`config.mk`:
```
export PLATFORM = sky130hd
export DESIGN_NAME = latch_mem_wb_flat
export DESIGN_NICKNAME = d
export VERILOG_FILES = /design/src/rtl/latch_mem_wb_if.sv /design/src/rtl/latch_mem_wb.sv /design/src/flat_wrapper.sv
export SDC_FILE = /design/constraint.sdc
export NUM_CORES = 1
export LEC_CHECK = 0
export BUFFER_PORTS_ARGS = -buffer_cell sky130_fd_sc_hd__buf_2
export CORE_ASPECT_RATIO = 0.7
export CORE_MARGIN = 1.5
export CORE_UTILIZATION = 51
export CTS_BUF_LIST = sky130_fd_sc_hd__clkbuf_4
export DETAILED_ROUTE_END_ITERATION = 6
export PLACE_DENSITY = 0.95
export SLEW_MARGIN = 20
export SYNTH_ARGS = -nofsm -noshare
export SYNTH_HDL_FRONTEND = slang
export SYNTH_SLANG_ARGS = --single-unit
```
`constraint.sdc`:
```
create_clock -name i_clk -period 6 [get_ports i_clk]
set_input_delay 1.8 -clock i_clk [delete_from_list [all_inputs] [get_ports i_clk]]
set_output_delay 1.8 -clock i_clk [all_outputs]
set_load 0.005 [all_outputs]
```
`src/rtl/latch_mem_wb_if.sv`:
```
// MEM/WB stage bundle: memory-stage results in, write-back controls out.
// The master side is the upstream memory stage; the slave side is the stage register.
interface latch_mem_wb_if #(
  parameter int len    = 32,
  parameter int NB_REG = 5,
  parameter int NB_CNT = 8
);
  logic              i_enable;
  logic              i_flush;
  logic              i_valid;
  logic [len-1:0]    i_read_data;
  logic [len-1:0]    i_alu_result;
  logic [len-1:0]    i_pc_link;
  logic [NB_REG-1:0] i_rd;
  logic              i_reg_write;
  logic              i_mem_to_reg;
  logic              i_link;
  logic [1:0]        i_load_size;
  logic              i_load_unsigned;

  logic [len-1:0]    o_wb_data;
  logic [NB_REG-1:0] o_rd;
  logic              o_reg_write;
  logic              o_valid;
  logic              o_misaligned;
  logic [NB_CNT-1:0] o_misaligned_count;

  modport master (
    output i_enable, i_flush, i_valid, i_read_data, i_alu_result, i_pc_link,
           i_rd, i_reg_write, i_mem_to_reg, i_link, i_load_size, i_load_unsigned,
    input  o_wb_data, o_rd, o_reg_write, o_valid, o_misaligned, o_misaligned_count
  );

  modport slave (
    input  i_enable, i_flush, i_valid, i_read_data, i_alu_result, i_pc_link,
           i_rd, i_reg_write, i_mem_to_reg, i_link, i_load_size, i_load_unsigned,
    output o_wb_data, o_rd, o_reg_write, o_valid, o_misaligned, o_misaligned_count
  );
endinterface

```
`src/rtl/latch_mem_wb.sv`:
```
// MEM/WB pipeline register: narrows/extends loads, selects the write-back source,
// suppresses and counts misaligned loads. All outputs are registered.
module latch_mem_wb #(
  parameter int len    = 32,
  parameter int NB_REG = 5,
  parameter int NB_CNT = 8
) (
  input  logic           i_clk,
  input  logic           i_rst,
  latch_mem_wb_if.slave  bus
);

  localparam logic [1:0] SIZE_BYTE = 2'b00;
  localparam logic [1:0] SIZE_HALF = 2'b01;

  logic [1:0]        off;
  logic [7:0]        byte_lane [4];
  logic [7:0]        byte_sel;
  logic [15:0]       half_sel;
  logic [len-1:0]    load_value;
  logic              is_load;
  logic              misaligned;

  logic [len-1:0]    wb_data_reg,    wb_data_next;
  logic [NB_REG-1:0] rd_reg,         rd_next;
  logic              reg_write_reg,  reg_write_next;
  logic              valid_reg,      valid_next;
  logic              misaligned_reg, misaligned_next;
  logic [NB_CNT-1:0] count_reg,      count_next;

  assign off = bus.i_alu_result[1:0];

  // Little-endian lanes: byte k of the RAM word sits at bits [8k+7:8k].
  genvar gi;
  generate
    for (gi = 0; gi < 4; gi++) begin : g_lane
      assign byte_lane[gi] = bus.i_read_data[8*gi +: 8];
    end
  endgenerate

  assign byte_sel = byte_lane[off];
  assign half_sel = off[1] ? bus.i_read_data[31:16] : bus.i_read_data[15:0];

  always_comb begin
    load_value = bus.i_read_data;
    case (bus.i_load_size)
      SIZE_BYTE: load_value = {{(len-8){~bus.i_load_unsigned & byte_sel[7]}}, byte_sel};
      SIZE_HALF: load_value = {{(len-16){~bus.i_load_unsigned & half_sel[15]}}, half_sel};
      default:   load_value = bus.i_read_data;
    endcase
  end

  // Size 11 is treated as a word, so any non-zero offset on size[1] is misaligned.
  assign is_load    = bus.i_valid & bus.i_mem_to_reg;
  assign misaligned = is_load &
                      (((bus.i_load_size == SIZE_HALF) & off[0]) |
                       (bus.i_load_size[1] & (off != 2'b00)));

  always_comb begin
    wb_data_next    = wb_data_reg;
    rd_next         = rd_reg;
    reg_write_next  = reg_write_reg;
    valid_next      = valid_reg;
    misaligned_next = misaligned_reg;
    count_next      = count_reg;
    if (bus.i_flush) begin
      wb_data_next    = '0;
      rd_next         = '0;
      reg_write_next  = 1'b0;
      valid_next      = 1'b0;
      misaligned_next = 1'b0;
    end else if (bus.i_enable) begin
      if (bus.i_link)
        wb_data_next = bus.i_pc_link;
      else if (bus.i_mem_to_reg)
        wb_data_next = load_value;
      else
        wb_data_next = bus.i_alu_result;
      rd_next         = bus.i_rd;
      reg_write_next  = bus.i_valid & bus.i_reg_write & (bus.i_rd != '0) & ~misaligned;
      valid_next      = bus.i_valid;
      misaligned_next = misaligned;
      // Counted only on the capturing edge, so a stall never re-counts the same load.
      if (misaligned && (count_reg != {NB_CNT{1'b1}}))
        count_next = count_reg + NB_CNT'(1);
    end
  end

  always_ff @(posedge i_clk) begin
    if (i_rst) begin
      wb_data_reg    <= '0;
      rd_reg         <= '0;
      reg_write_reg  <= 1'b0;
      valid_reg      <= 1'b0;
      misaligned_reg <= 1'b0;
      count_reg      <= '0;
    end else begin
      wb_data_reg    <= wb_data_next;
      rd_reg         <= rd_next;
      reg_write_reg  <= reg_write_next;
      valid_reg      <= valid_next;
      misaligned_reg <= misaligned_next;
      count_reg      <= count_next;
    end
  end

  assign bus.o_wb_data          = wb_data_reg;
  assign bus.o_rd               = rd_reg;
  assign bus.o_reg_write        = reg_write_reg;
  assign bus.o_valid            = valid_reg;
  assign bus.o_misaligned       = misaligned_reg;
  assign bus.o_misaligned_count = count_reg;

endmodule

```
`src/flat_wrapper.sv`:
```
// flat-port wrapper written by rule: the top's interface ports become plain ports
module latch_mem_wb_flat 
#(
  parameter int len    = 32,
  parameter int NB_REG = 5,
  parameter int NB_CNT = 8
)
  (i_clk, i_rst, bus_i_enable, bus_i_flush, bus_i_valid, bus_i_read_data, bus_i_alu_result, bus_i_pc_link, bus_i_rd, bus_i_reg_write, bus_i_mem_to_reg, bus_i_link, bus_i_load_size, bus_i_load_unsigned, bus_o_wb_data, bus_o_rd, bus_o_reg_write, bus_o_valid, bus_o_misaligned, bus_o_misaligned_count);
  latch_mem_wb_if #(.len(len), .NB_REG(NB_REG), .NB_CNT(NB_CNT)) bus_i ();
  input  logic i_clk;
  input  logic i_rst;
  input wire logic [$bits(bus_i.i_enable)-1:0] bus_i_enable;
  input wire logic [$bits(bus_i.i_flush)-1:0] bus_i_flush;
  input wire logic [$bits(bus_i.i_valid)-1:0] bus_i_valid;
  input wire logic [$bits(bus_i.i_read_data)-1:0] bus_i_read_data;
  input wire logic [$bits(bus_i.i_alu_result)-1:0] bus_i_alu_result;
  input wire logic [$bits(bus_i.i_pc_link)-1:0] bus_i_pc_link;
  input wire logic [$bits(bus_i.i_rd)-1:0] bus_i_rd;
  input wire logic [$bits(bus_i.i_reg_write)-1:0] bus_i_reg_write;
  input wire logic [$bits(bus_i.i_mem_to_reg)-1:0] bus_i_mem_to_reg;
  input wire logic [$bits(bus_i.i_link)-1:0] bus_i_link;
  input wire logic [$bits(bus_i.i_load_size)-1:0] bus_i_load_size;
  input wire logic [$bits(bus_i.i_load_unsigned)-1:0] bus_i_load_unsigned;
  output wire logic [$bits(bus_i.o_wb_data)-1:0] bus_o_wb_data;
  output wire logic [$bits(bus_i.o_rd)-1:0] bus_o_rd;
  output wire logic [$bits(bus_i.o_reg_write)-1:0] bus_o_reg_write;
  output wire logic [$bits(bus_i.o_valid)-1:0] bus_o_valid;
  output wire logic [$bits(bus_i.o_misaligned)-1:0] bus_o_misaligned;
  output wire logic [$bits(bus_i.o_misaligned_count)-1:0] bus_o_misaligned_count;
  assign bus_i.i_enable = bus_i_enable;
  assign bus_i.i_flush = bus_i_flush;
  assign bus_i.i_valid = bus_i_valid;
  assign bus_i.i_read_data = bus_i_read_data;
  assign bus_i.i_alu_result = bus_i_alu_result;
  assign bus_i.i_pc_link = bus_i_pc_link;
  assign bus_i.i_rd = bus_i_rd;
  assign bus_i.i_reg_write = bus_i_reg_write;
  assign bus_i.i_mem_to_reg = bus_i_mem_to_reg;
  assign bus_i.i_link = bus_i_link;
  assign bus_i.i_load_size = bus_i_load_size;
  assign bus_i.i_load_unsigned = bus_i_load_unsigned;
  assign bus_o_wb_data = bus_i.o_wb_data;
  assign bus_o_rd = bus_i.o_rd;
  assign bus_o_reg_write = bus_i.o_reg_write;
  assign bus_o_valid = bus_i.o_valid;
  assign bus_o_misaligned = bus_i.o_misaligned;
  assign bus_o_misaligned_count = bus_i.o_misaligned_count;
  latch_mem_wb #(.len(len), .NB_REG(NB_REG), .NB_CNT(NB_CNT)) u_core (.i_clk(i_clk), .i_rst(i_rst), .bus(bus_i));
endmodule
```
### Word level (Yosys, flattened, before mapping)

Index checks and enable logic that the tools add are counted.

| word-level totals | value |
|---|---|
| flip-flop bits (word level) | 48 |

| cells by class | value |
|---|---|
| multiplexer cells | 7 |
| reduce and logical (&&, ||, !) cells | 6 |
| add/subtract/negate cells | 1 |
| bitwise logic cells | 14 |
| magnitude comparators | 1 |
| equal/unequal tests | 2 |

Operators with widths:

| kind | count |
|---|---|
| 32-bit two-way mux | 2 |
| 32-bit one-hot mux with 2 select lines | 1 |
| 8-bit binary-select mux with 2-bit select | 1 |
| 16-bit two-way mux | 1 |
| 8-bit two-way mux | 2 |
| 1-bit bitwise AND | 9 |
| 8-bit by 1-bit adder with 8-bit output (second input constant) | 1 |
| 8-bit != test (second input constant) | 1 |
| 5-bit nonzero test | 1 |
| 3-bit >= comparator (second input constant) | 1 |
| 1-bit inverter | 3 |
| 2-bit inverter with 3-bit output | 1 |
| 3-bit AND reduction | 1 |
| 2-bit by 1-bit equality test with 1-bit output (second input constant) | 1 |
| 2-bit logical NOT | 1 |
| 2-bit nonzero test | 1 |
| 2-bit OR reduction | 1 |
| 1-bit logical AND | 1 |
| 1-bit bitwise OR | 1 |

### Longest topological paths before layout

| logic depth | value |
|---|---|
| depth in word-level cells | 8 |
| gate-level depth with buffers | 7 |
| depth with buffers taken out | 5 |

### Worst setup path after synthesis

Ideal clock, no wire load.

| timing | value |
|---|---|
| kind | input to register |
| start point | input port bus_i_enable |
| end point | register u_core.count_reg[3], in the netlist u_core.bus.o_misaligned_count[3] |
| path buffers | 2 |
| data required time | 5.930 ns |
| arrival | 3.064 ns |
| setup slack | 2.866 ns |
| setup time | 0.070 ns |
| cell stages on the path | 6 |
| cell sequence | buf_2 > nand3b_1 > a211o_1 > buf_2 > or4_1 > a21oi_1 |

| between the ends | value |
|---|---|
| word-level cells in the longest chain between the ends | 1 |

Ends and longest elaborated chain:

| element | line | RTL |
|---|---|---|
| from (decl) | flat_wrapper.sv:12 | `input wire logic [$bits(bus_i.i_enable)-1:0] bus_i_enable;` |
| 3-bit AND reduction (no line) | -- |  |
| to (signal assigned) | latch_mem_wb.sv:103 | `count_reg <= count_next;` |
| to (decl) | latch_mem_wb.sv:29 | `logic [NB_CNT-1:0] count_reg, count_next;` |

Every way passes these cells.
A chain may end at the register's enable or synchronous reset.

### Worst setup path in the final report

| timing | value |
|---|---|
| start point | input port bus_i_mem_to_reg |
| end point | register u_core.count_reg[3], in the netlist u_core.bus.o_misaligned_count[3] |

| between the ends | value |
|---|---|
| word-level cells in the longest chain between the ends | 4 |

Ends and longest elaborated chain:

| element | line | RTL |
|---|---|---|
| from (decl) | flat_wrapper.sv:20 | `input wire logic [$bits(bus_i.i_mem_to_reg)-1:0] bus_i_mem_to_reg;` |
| 1-bit bitwise AND | latch_mem_wb.sv:54 | `assign is_load = bus.i_valid & bus.i_mem_to_reg;` |
| 1-bit bitwise AND | latch_mem_wb.sv:55 | `assign misaligned = is_load &` |
| 1-bit logical AND | latch_mem_wb.sv:84 | `if (misaligned && (count_reg != {NB_CNT{1'b1}}))` |
| 3-bit AND reduction (no line) | -- |  |

Every way passes these cells.

==> reports/metrics.cfg <==
[status]
outcome = finished clean

[timing]
fin_ws_ns = 2.14
rsz0062_at_grt = no
min_period_ns = 3.86
setup_viol = 0
slew_violations = 0
slew_headroom = 0.278
max_freq_mhz = 259
tns_ns = 0
tightest_slew_ns = 1.08
whs_ns = 0.479
clock_skew_ns = 0.00648
hold_viol_final = 0
period_share = 0.643

[die]
rows = 23
start_util = 0.533
die_x_microns = 95.9
pin_count = 160
die_area_sq_um = 6530
dieHeight_microns = 68.1
core_area_sq_um = 5780

[finish]
drive_gt1_frac = 0.347
layoutNonFillerInstCount = 577
syn_to_final_growth_pct = 26.1
multi_input_area_sq_um = 1930
diodes = 0
final_cell_mix = 159 x buf_2, 48 x dfxtp_1, 24 x o22ai_1, 22 x a22oi_1, 21 x a221oi_1
final_common_cell = buf_2
seqCellArea_sq_um = 961
layout.nets = 615
nFillCells = 507

[logic_synthesis]
synth_ff_type = dfxtp_1
synth_fp_nets = 485
netlist.area_leader.share = 0.312
synth_compound_area_frac = 0.403
netlist_top_cells_area = dfxtp_1 31%, a221oi_1 6.0%, mux2i_1 5.5%
synth_adder_area_share = 0.00406
synth-simple-area-share = 0.151
yosys_warnings = 0
synth_top_family_by_area = compound AO/OA/AOI/OAI gates
syn_avg_cell_area_sq_um = 8.29
synthMuxAreaShare = 0.0661
synth.cell_area_sq_um = 3080
synth_cell_types = 54
async_flop_share = 0
ys_seq_area_frac = 0.312
synth_xor_area_frac = 0
ys_seq_elements = 48
syn_inst = 372
yosys.area.top_type = dfxtp_1
synth_edf_count = 0

[global_routing]
grt_max_degree = 39
grt_usage = 0.331
grt_pass1_wl_microns = 16600
grt_pass1_vias = 3437
grt_antenna_before_repair = 0
overflow = 0

[route]
routed_wl_microns = 11400
via_per_inst = 6.70
num_vias = 3864
wl_per_cell_microns = 19.7
first_pass_iters = 5
first_iter_violations = 389
drc = 0
ant_nets = 0

[worst_setup_path]
cp.arrival_ns = 4.16
crit_fanout = 37
crit_family = buffers and inverters
required_ns = 6.30
cp_slowest_cell = inv_1
rr_startpoint = u_core.bus.o_misaligned_count[0]
crit_start = bus_i_mem_to_reg
crit_path_end_kind = flip-flop
setup.worst_path.class = in -> reg
cp_cell_sequence = buf_2 > inv_1 > a211o_1 > or4_1 > a21oi_1
r2r_slack_ns = 4.23
cpPeakStageDelay_ns = 0.67
crit_buf_inv = 2
start_kind = primary input

[power_and_ir_drop]
powerDensity_nw_per_um2 = 174
ir_drop_mv = 0.109
p_leak_nw = 1.70
power_uw = 677

[placed_design]
placed_cells_incl_taps = 570
hpwl_microns = 8410
port_buffers = 159
routabilityCongestion = 0.888
place_ws_ns = 1.86

[min_path]
min-delay-start = u_core.bus.o_misaligned
hp-class = reg -> reg

[clocking]
hold_buffers = 0
cts_root_buf = clkbuf_4
cts_max_path_buffers = 2
cts_sinks = 48
ctsResizeCount = 0
clock_latency_ns = 0.36
clk_pin_slew_worst_paths_ns = 0.14
cts_buffers = 5
cts-htree-levels = 2
cts_tree = done
post-cts-setup-buffer-count = 0

[run]
cap_viol_max_count = 0

## where the power goes
group          switching, mW  internal (mW)
clock network          0.109         0.0432
registers            0.00689          0.331
logic                  0.107         0.0792
## through the flow
step                      utilization  cell area, sq um
final                           0.672              3890
after global routing            0.672              3890
after CTS                       0.672              3890
after detailed placement        0.663              3840
after global placement          0.663              3840
after floorplan                     -              3080
## Yosys cell counts, drive strengths merged (2+ instances only)
library cell,count
o32ai,19
o21ai,14
or4,5
clkbuf,28
a211oi,4
o211ai,4
o21bai,2
nor2b,8
o221ai,7
nor3,2
a221oi,21
buf,10
mux2i,17
nor2,19
o22ai,25
nand2b,7
inv,11
dfxtp,48
a22oi,22
and3,7
or3,9
nand3,7
a22o,6
nand3b,2
o31ai,5
nor3b,2
a32oi,2
o2111ai,3
a2111oi,5
nand2,14
a21oi,20
## area by class of cell
| cell class | count | share of cell area |
|---|---|---|
| clock buffers | 5 | 0.00965 |
| clock inverters | 2 | 0.00322 |
| inverters | 12 | 0.0116 |
| multi-input cells | 274 | 0.496 |
| flip-flops and latches | 48 | 0.247 |
| well taps | 75 | 0.0241 |
| repair buffers | 161 | 0.208 |
## cells by family after synthesis
kind of cell | after synthesis
AOI/OAI and AO/OA | 167
DFF | 48
and+or+nand+nor | 87
muxes | 19
buffers and inverters | 50
adders and majority gates | 1
## worst reg2reg max path: stages, from the launching register on
cell and delay (ns):
dfxtp_1 0.49, ha_1 0.33, nand3_1 0.11, nor2_1 0.44
nor2_1 0.15, mux2i_1 0.14
## routing by layer
metal / track usage / share of wire / vias to the layer above
li1: - / - / 1762
met1: 0.454 / 0.40 / 1761
met2: 0.509 / 0.44 / 303
met3: 0.100 / 0.14 / 38
met4: 0.0827 / 0.019 / 0
met5: 0 / 0 / -
## flip-flops by register name (all words and copies together) (netlist names)
signal,flops
u_core.bus.o_reg_write,1
u_core.bus.o_misaligned_count,8
u_core.bus.o_rd,5
u_core.bus.o_misaligned,1
u_core.bus.o_valid,1
u_core.bus.o_wb_data,32
## final timing paths
kind                                           end  depth (start not counted)
setup reg to reg  u_core.bus.o_misaligned_count[1]                          5
hold reg to reg            u_core.bus.o_misaligned                          2
hold / removal             u_core.bus.o_misaligned                          2
setup / recovery  u_core.bus.o_misaligned_count[3]                          5
No activity file was read; power rests on OpenSTA's default activity.
